File: src/rtl/r88_regfile.sv
// rtl/r88_regfile.sv - R88 register file: GPRs, DD/EE/PC/SP pointer pairs, address mux
//
// Purpose:
//   Byte-addressed register file for the R88 core. It holds NUM_GPR 8-bit
//   general registers (index 0 = A, 1 = B, 2 = C) followed by four 16-bit
//   pointers, each exposed as a low/high byte pair:
//     NUM_GPR+0/1 = DD, +2/3 = EE, +4/5 = PC, +6/7 = SP.
//   Two registered read ports use write-first bypass. A registered 16-bit
//   address output shows the pre-update value of {B,C}, DD, PC or SP.
//   PC has a dedicated incrementer and SP has push/pop. An explicit byte
//   write to a pointer always beats its increment/decrement.
//
// Configuration:
//   R88_REGFILE_SHADOW_EN - when defined, a second GPR bank exists and
//   bankSwap toggles bankSel. When undefined, there is no shadow storage,
//   bankSwap is ignored and bankSel is tied to 0.
//
// Ports:
//   sysClock        in   system clock, rising edge
//   sysResetN       in   asynchronous active-low reset
//   wrEn            in   write strobe
//   wrSel[SEL_W]    in   write register index
//   wrData[8]       in   write data
//   wr16            in   low-byte pointer write also loads wrHigh into high byte
//   wrHigh[8]       in   high byte for 16-bit writes
//   rdSelA/B[SEL_W] in   read port indices
//   rdDataA/B[8]    out  registered read data (1-cycle latency)
//   addrSel[2]      in   0={B,C} 1=DD 2=PC 3=SP
//   regAddr[16]     out  registered address output
//   pcInc           in   PC <= PC+1
//   spOp[2]         in   1=push (SP-1), 2=pop (SP+1), else none
//   bankSwap        in   toggle active GPR bank
//   bankSel         out  active GPR bank

module r88_regfile #(
  parameter int          NUM_GPR  = 3,
  parameter logic [15:0] PC_RESET = 16'hFFFE,
  parameter logic [15:0] SP_RESET = 16'hFFF9,
  localparam int         SEL_W    = $clog2(NUM_GPR + 8)
) (
  input  logic             sysClock,
  input  logic             sysResetN,
  input  logic             wrEn,
  input  logic [SEL_W-1:0] wrSel,
  input  logic [7:0]       wrData,
  input  logic             wr16,
  input  logic [7:0]       wrHigh,
  input  logic [SEL_W-1:0] rdSelA,
  input  logic [SEL_W-1:0] rdSelB,
  output logic [7:0]       rdDataA,
  output logic [7:0]       rdDataB,
  input  logic [1:0]       addrSel,
  output logic [15:0]      regAddr,
  input  logic             pcInc,
  input  logic [1:0]       spOp,
  input  logic             bankSwap,
  output logic             bankSel
);

  localparam int NSEL   = 1 << SEL_W;
  localparam int PTR_DD = 0;
  localparam int PTR_PC = 2;
  localparam int PTR_SP = 3;

  // Pointer storage: 0=DD, 1=EE, 2=PC, 3=SP
  logic [15:0] r_ptr [0:3];

  // GPR storage
`ifdef R88_REGFILE_SHADOW_EN
  logic [7:0]  r_gpr0 [0:NUM_GPR-1];
  logic [7:0]  r_gpr1 [0:NUM_GPR-1];
  logic        r_bank;
`else
  logic [7:0]  r_gpr  [0:NUM_GPR-1];
`endif

  logic [7:0]  w_gpr_cur [0:NUM_GPR-1];  // active-bank (pre-edge) GPR values
  logic        w_gpr_we  [0:NUM_GPR-1];
  logic        w_swap;

  logic        w_lo_we   [0:3];
  logic        w_hi_we   [0:3];
  logic [15:0] w_ptr_wr  [0:3];           // pointer value with only explicit writes applied
  logic [15:0] w_ptr_nxt [0:3];
  logic [7:0]  w_view    [0:NSEL-1];      // bypassed byte view used by both read ports
  logic [15:0] w_addr;

  // Bank selection
`ifdef R88_REGFILE_SHADOW_EN
  assign w_swap  = bankSwap;
  assign bankSel = r_bank;

  always_comb begin
    for (int g = 0; g < NUM_GPR; g++) begin
      w_gpr_cur[g] = r_bank ? r_gpr1[g] : r_gpr0[g];
    end
  end
`else
  logic w_unused_bankswap;
  assign w_unused_bankswap = bankSwap;
  assign w_swap  = 1'b0;
  assign bankSel = 1'b0;

  always_comb begin
    for (int g = 0; g < NUM_GPR; g++) begin
      w_gpr_cur[g] = r_gpr[g];
    end
  end
`endif

  // GPR write decode
  always_comb begin
    for (int g = 0; g < NUM_GPR; g++) begin
      w_gpr_we[g] = wrEn && (wrSel == SEL_W'(g));
    end
  end

  // Pointer byte write decode. A wr16 write to a low-byte index also
  // loads wrHigh into the paired high byte; a wr16 write to a high-byte
  // index behaves as a plain byte write.
  always_comb begin
    for (int k = 0; k < 4; k++) begin
      w_lo_we[k]  = wrEn && (wrSel == SEL_W'(NUM_GPR + 2*k));
      w_hi_we[k]  = wrEn && ((wrSel == SEL_W'(NUM_GPR + 2*k + 1)) ||
                             (wr16 && (wrSel == SEL_W'(NUM_GPR + 2*k))));
      w_ptr_wr[k] = r_ptr[k];
      if (w_lo_we[k]) begin
        w_ptr_wr[k][7:0] = wrData;
      end
      if (w_hi_we[k]) begin
        w_ptr_wr[k][15:8] = w_lo_we[k] ? wrHigh : wrData;
      end
    end
  end

  // Pointer next state: any explicit byte write suppresses inc/dec so the
  // untouched byte keeps its old value.
  always_comb begin
    w_ptr_nxt[0] = w_ptr_wr[0];
    w_ptr_nxt[1] = w_ptr_wr[1];

    if (w_lo_we[PTR_PC] || w_hi_we[PTR_PC]) begin
      w_ptr_nxt[PTR_PC] = w_ptr_wr[PTR_PC];
    end else if (pcInc) begin
      w_ptr_nxt[PTR_PC] = r_ptr[PTR_PC] + 16'd1;
    end else begin
      w_ptr_nxt[PTR_PC] = r_ptr[PTR_PC];
    end

    if (w_lo_we[PTR_SP] || w_hi_we[PTR_SP]) begin
      w_ptr_nxt[PTR_SP] = w_ptr_wr[PTR_SP];
    end else begin
      case (spOp)
        2'd1:    w_ptr_nxt[PTR_SP] = r_ptr[PTR_SP] - 16'd1;
        2'd2:    w_ptr_nxt[PTR_SP] = r_ptr[PTR_SP] + 16'd1;
        default: w_ptr_nxt[PTR_SP] = r_ptr[PTR_SP];
      endcase
    end
  end

  // Read view with write-first bypass. Pointer bytes show explicit writes
  // but never inc/dec results. During a bank swap the write targets the
  // other bank, so GPR reads must not be bypassed that cycle.
  always_comb begin
    for (int i = 0; i < NSEL; i++) begin
      w_view[i] = 8'h00;
    end
    for (int g = 0; g < NUM_GPR; g++) begin
      w_view[g] = (w_gpr_we[g] && !w_swap) ? wrData : w_gpr_cur[g];
    end
    for (int k = 0; k < 4; k++) begin
      w_view[NUM_GPR + 2*k]     = w_ptr_wr[k][7:0];
      w_view[NUM_GPR + 2*k + 1] = w_ptr_wr[k][15:8];
    end
  end

  // Address source uses pre-update state only
  always_comb begin
    case (addrSel)
      2'd0:    w_addr = {w_gpr_cur[1], w_gpr_cur[2]};
      2'd1:    w_addr = r_ptr[PTR_DD];
      2'd2:    w_addr = r_ptr[PTR_PC];
      default: w_addr = r_ptr[PTR_SP];
    endcase
  end

  always_ff @(posedge sysClock or negedge sysResetN) begin
    if (!sysResetN) begin
      for (int g = 0; g < NUM_GPR; g++) begin
`ifdef R88_REGFILE_SHADOW_EN
        r_gpr0[g] <= 8'h00;
        r_gpr1[g] <= 8'h00;
`else
        r_gpr[g]  <= 8'h00;
`endif
      end
`ifdef R88_REGFILE_SHADOW_EN
      r_bank <= 1'b0;
`endif
      r_ptr[0]      <= 16'h0000;
      r_ptr[1]      <= 16'h0000;
      r_ptr[PTR_PC] <= PC_RESET;
      r_ptr[PTR_SP] <= SP_RESET;
      rdDataA       <= 8'h00;
      rdDataB       <= 8'h00;
      regAddr       <= 16'h0000;
    end else begin
`ifdef R88_REGFILE_SHADOW_EN
      if (bankSwap) begin
        r_bank <= ~r_bank;
      end
      // A write in a swap cycle lands in the bank active after the edge
      for (int g = 0; g < NUM_GPR; g++) begin
        if (w_gpr_we[g]) begin
          if (r_bank ^ bankSwap) begin
            r_gpr1[g] <= wrData;
          end else begin
            r_gpr0[g] <= wrData;
          end
        end
      end
`else
      for (int g = 0; g < NUM_GPR; g++) begin
        if (w_gpr_we[g]) begin
          r_gpr[g] <= wrData;
        end
      end
`endif
      for (int k = 0; k < 4; k++) begin
        r_ptr[k] <= w_ptr_nxt[k];
      end
      rdDataA <= w_view[rdSelA];
      rdDataB <= w_view[rdSelB];
      regAddr <= w_addr;
    end
  end

endmodule

File: config.mk
export PLATFORM = sky130hd
export DESIGN_NAME = r88_regfile
export DESIGN_NICKNAME = d
export VERILOG_FILES = /design/src/rtl/r88_regfile.sv
export SDC_FILE = /design/constraint.sdc
export NUM_CORES = 1
export LEC_CHECK = 0
export BUFFER_PORTS_ARGS = -buffer_cell sky130_fd_sc_hd__buf_2
export CORE_MARGIN = 2
export CORE_UTILIZATION = 66
export CTS_CLUSTER_DIAMETER = 120
export CTS_CLUSTER_SIZE = 20
export DETAILED_ROUTE_END_ITERATION = 6
export MAX_ROUTING_LAYER = met4
export PLACE_DENSITY = 0.87
export SETUP_SLACK_MARGIN = 0.4
export SYNTH_ARGS = -nofsm -noshare
export SYNTH_HDL_FRONTEND = slang
export SYNTH_SLANG_ARGS = --single-unit
export TNS_END_PERCENT = 30
File: constraint.sdc
create_clock -name sysClock -period 5.2 [get_ports sysClock]
set_input_delay 1.56 -clock sysClock [delete_from_list [all_inputs] [get_ports sysClock]]
set_output_delay 1.56 -clock sysClock [all_outputs]
set_load 0.02 [all_outputs]
==> impl_metrics.tcl <==
set metrics [dict create \
    path_class "primary input to register" \
    rsz0062_at_grt "false" \
    ys_seq_area_frac 0.371 \
    final_area_sq_um 9150 \
    layout_min_cycle_time_ns 4.08 \
    fin_util 0.758 \
    fin_worst_skew_ns 0.00799 \
    end_kind "register" \
    dp_hpwl_um 19900 \
    fillers 896 \
    syn_area_sq_um 8190 \
    clock_latency_ns 0.43 \
    path_clk_slew_ns 0.06 \
    ctsRootBufferMaster "clkbuf_16" \
    cp_cell_sequence "buf_2 > inv_1 > ha_1 > inv_1 > ha_1 > o21ai_0 > nor2_1 > a41oi_1 > o21a_1 > xnor2_1 > or3_1 > a31oi_1" \
    grt_overflow 0 \
    start_util 0.679 \
    hold_slack_ns 0.500 \
    synth_edf_count 0 \
    post_cts_resized 0 \
    clock_sinks 120 \
    timing.fmax_mhz 245 \
    setup_ws_ns 1.12 \
    num_io_pins 71 \
    fin_crit_sh 0.784 \
    tightestPinTransition_ns 1.08 \
    cts_tree "done" \
    synth-seq-cells 120 \
    avgSynthCellArea_sq_um 8.36 \
    synthArstFlopShare 1.00 \
    layout-drive-gt1-share 0.178 \
    drt_first_pass_iters 7 \
    core-area_sq_um 12100 \
    synthFlopType "dfrtp_1" \
    tns_ns 0 \
    nets 1064 \
    cts_setup_buffers 0 \
    max_stage_delay_ns 0.47 \
    grt.total_usage 0.459 \
    hold_violations 0 \
    crit_path_top_delay_cell "a41oi_1" \
    min_path_cells 2 \
    drc 16 \
    start_kind "primary input" \
    r2r_cells 9 \
    vias 8592 \
    required_ns 5.55 \
    crit_fanout 16 \
    postCtsHoldBufs 0 \
    arrival_ns 4.43 \
    routed_wl_um 28700 \
    grt_pass1_wl_um 44300 \
    final_cell_mix "123 x o21ai_0, 115 x nand2_1, 102 x a21oi_1" \
    grt_start_max_net_pins 66 \
    synth_nets 1037 \
    violations "DRC" \
    num_rows 40 \
    die_x_um 115 \
    final_common_cell "o21ai_0" \
    maxCapViolCount 0 \
    die_area_sq_um 13300 \
    outcome "complete, but fails checks" \
    path_buf_inv 3 \
    viasPerCell 7.23 \
    place_area_sq_um 8550 \
    yosysWarnings 0 \
    setup_viol 0 \
    grt_pass1_vias 8026 \
    synthToLayoutAreaGrowth_pct 11.6 \
    leakage_nw 3.84 \
    clockBufferDepth 2 \
    wire_per_inst_um 24.2 \
    numCtsBuffers 17 \
    h-tree-depth 4 \
    grt_antenna_before_repair 1 \
    place.gp.congestion 1.03 \
    hp-class "register to register" \
    place_ws_ns 0.813 \
    ant_nets 0 \
    ir_worst_vdd_mv 0.338 \
    cp_top_family "compound AO/OA/AOI/OAI gates" \
    slew_viol_final 0 \
    die_y_um 115 \
    cp.depth 12 \
    relSlewSlack 0.276 \
    first_iter_violations 1526 \
    synth_cells 980 \
    portBuffers 68 \
    power_density_nw_per_um2 494 \
    ys_types 74 \
]
[flip-flops by register name, summed over array words and instances, names as in the netlist]
name and flops:
regAddr 16, r_gpr 24, rdDataA 8, rdDataB 8, r_ptr 64
[routing by layer]
layer	vias up	track usage	part of all wire
li1	3691	-	-
met1	3989	0.604	0.38
met2	742	0.660	0.43
met3	170	0.0931	0.12
met4	0	0.263	0.066
met5	-	-	0
[stage by stage]
step	total power [mW]	std cells
2_1_floorplan	2.71	980
3_3_place_gp	3.18	1156
3_5_place_dp	3.22	1156
4_1_cts	4.43	1188
5_1_grt	4.71	1189
6_report	4.51	1189
[synth_stat cells (4+ instances only)]
cell,instances,share of area
dfstp_2,29,0.093
inv_1,24,0.011
dfrtp_1,91,0.28
nor2b_1,5,0.0038
buf_2,23,0.014
nand2b_1,6,0.0046
nor3_1,17,0.010
clkbuf_1,45,0.021
o22a_1,7,0.0075
mux4_2,16,0.044
a211oi_1,12,0.011
ha_1,18,0.027
xor2_1,16,0.017
nand4_1,7,0.0053
mux2_2,5,0.0069
a221oi_1,26,0.028
nor2_1,78,0.036
or3_1,4,0.0031
o21ai_1,20,0.012
and2_1,4,0.0031
o21ai_0,124,0.076
a22oi_1,7,0.0064
o22ai_1,16,0.012
o211ai_1,12,0.011
o21a_1,5,0.0046
nand2_1,115,0.053
o32a_1,6,0.0073
xnor2_1,10,0.011
a32oi_1,10,0.011
nor4_1,7,0.0053
a21o_1,7,0.0064
mux2i_1,14,0.017
buf_1,6,0.0027
and3_1,5,0.0038
nand3_1,26,0.016
a21oi_1,102,0.062
[report_power, final]
group / switching (mW) / internal (mW)
Sequential: 0.326 / 1.31
Clock: 0.451 / 0.760
Combinational: 0.989 / 0.678
[worst min-delay path, delay by kind of cell, from the launching register on]
family | cells | cell delay (ns)
AO/OA/AOI/OAI | 1 | 0.07
buffers and inverters | 1 | 0.07
flip-flops | 1 | 0.33
[final timing paths]
| path | slack, ns | startpoint | end |
|---|---|---|---|
| min in group asynchronous | 1.21 | sysResetN | r_ptr[39] |
| max | 1.12 | spOp[0] | r_ptr[15] |
| min reg2reg | 0.50 | r_ptr[46] | r_ptr[46] |
| max in group asynchronous | 3.04 | sysResetN | r_ptr[20] |
| max reg2reg | 2.46 | r_ptr[0] | r_ptr[14] |
| min | 0.50 | r_ptr[46] | r_ptr[46] |
[cell families (layout without fill, tap and decap cells)]
family,count (synthesis),after routing,synth area share
AOI/OAI and AO/OA,378,378,0.281
xor gates and xnor gates,26,26,0.0278
adders and majority gates,19,19,0.0299
buffers and inverters,102,142,0.0521
DFF,120,120,0.371
muxes,36,36,0.0698
other,1,2,0.000458
and+or+nand+nor,298,298,0.168
[layout make-up]
cell class / instances / area (sq um) / share of cell area
Clock buffer: 19 / 443 / 0.0484
Antenna cell: 1 / 2.50 / 0.000274
Multi-Input combinational cell: 758 / 4730 / 0.517
Inverter: 25 / 93.8 / 0.0103
Tap cell: 168 / 210 / 0.0230
Clock inverter: 13 / 154 / 0.0168
Sequential cell: 120 / 3040 / 0.332
Timing Repair Buffer: 85 / 470 / 0.0514
(Power assumes the default switching activity.)
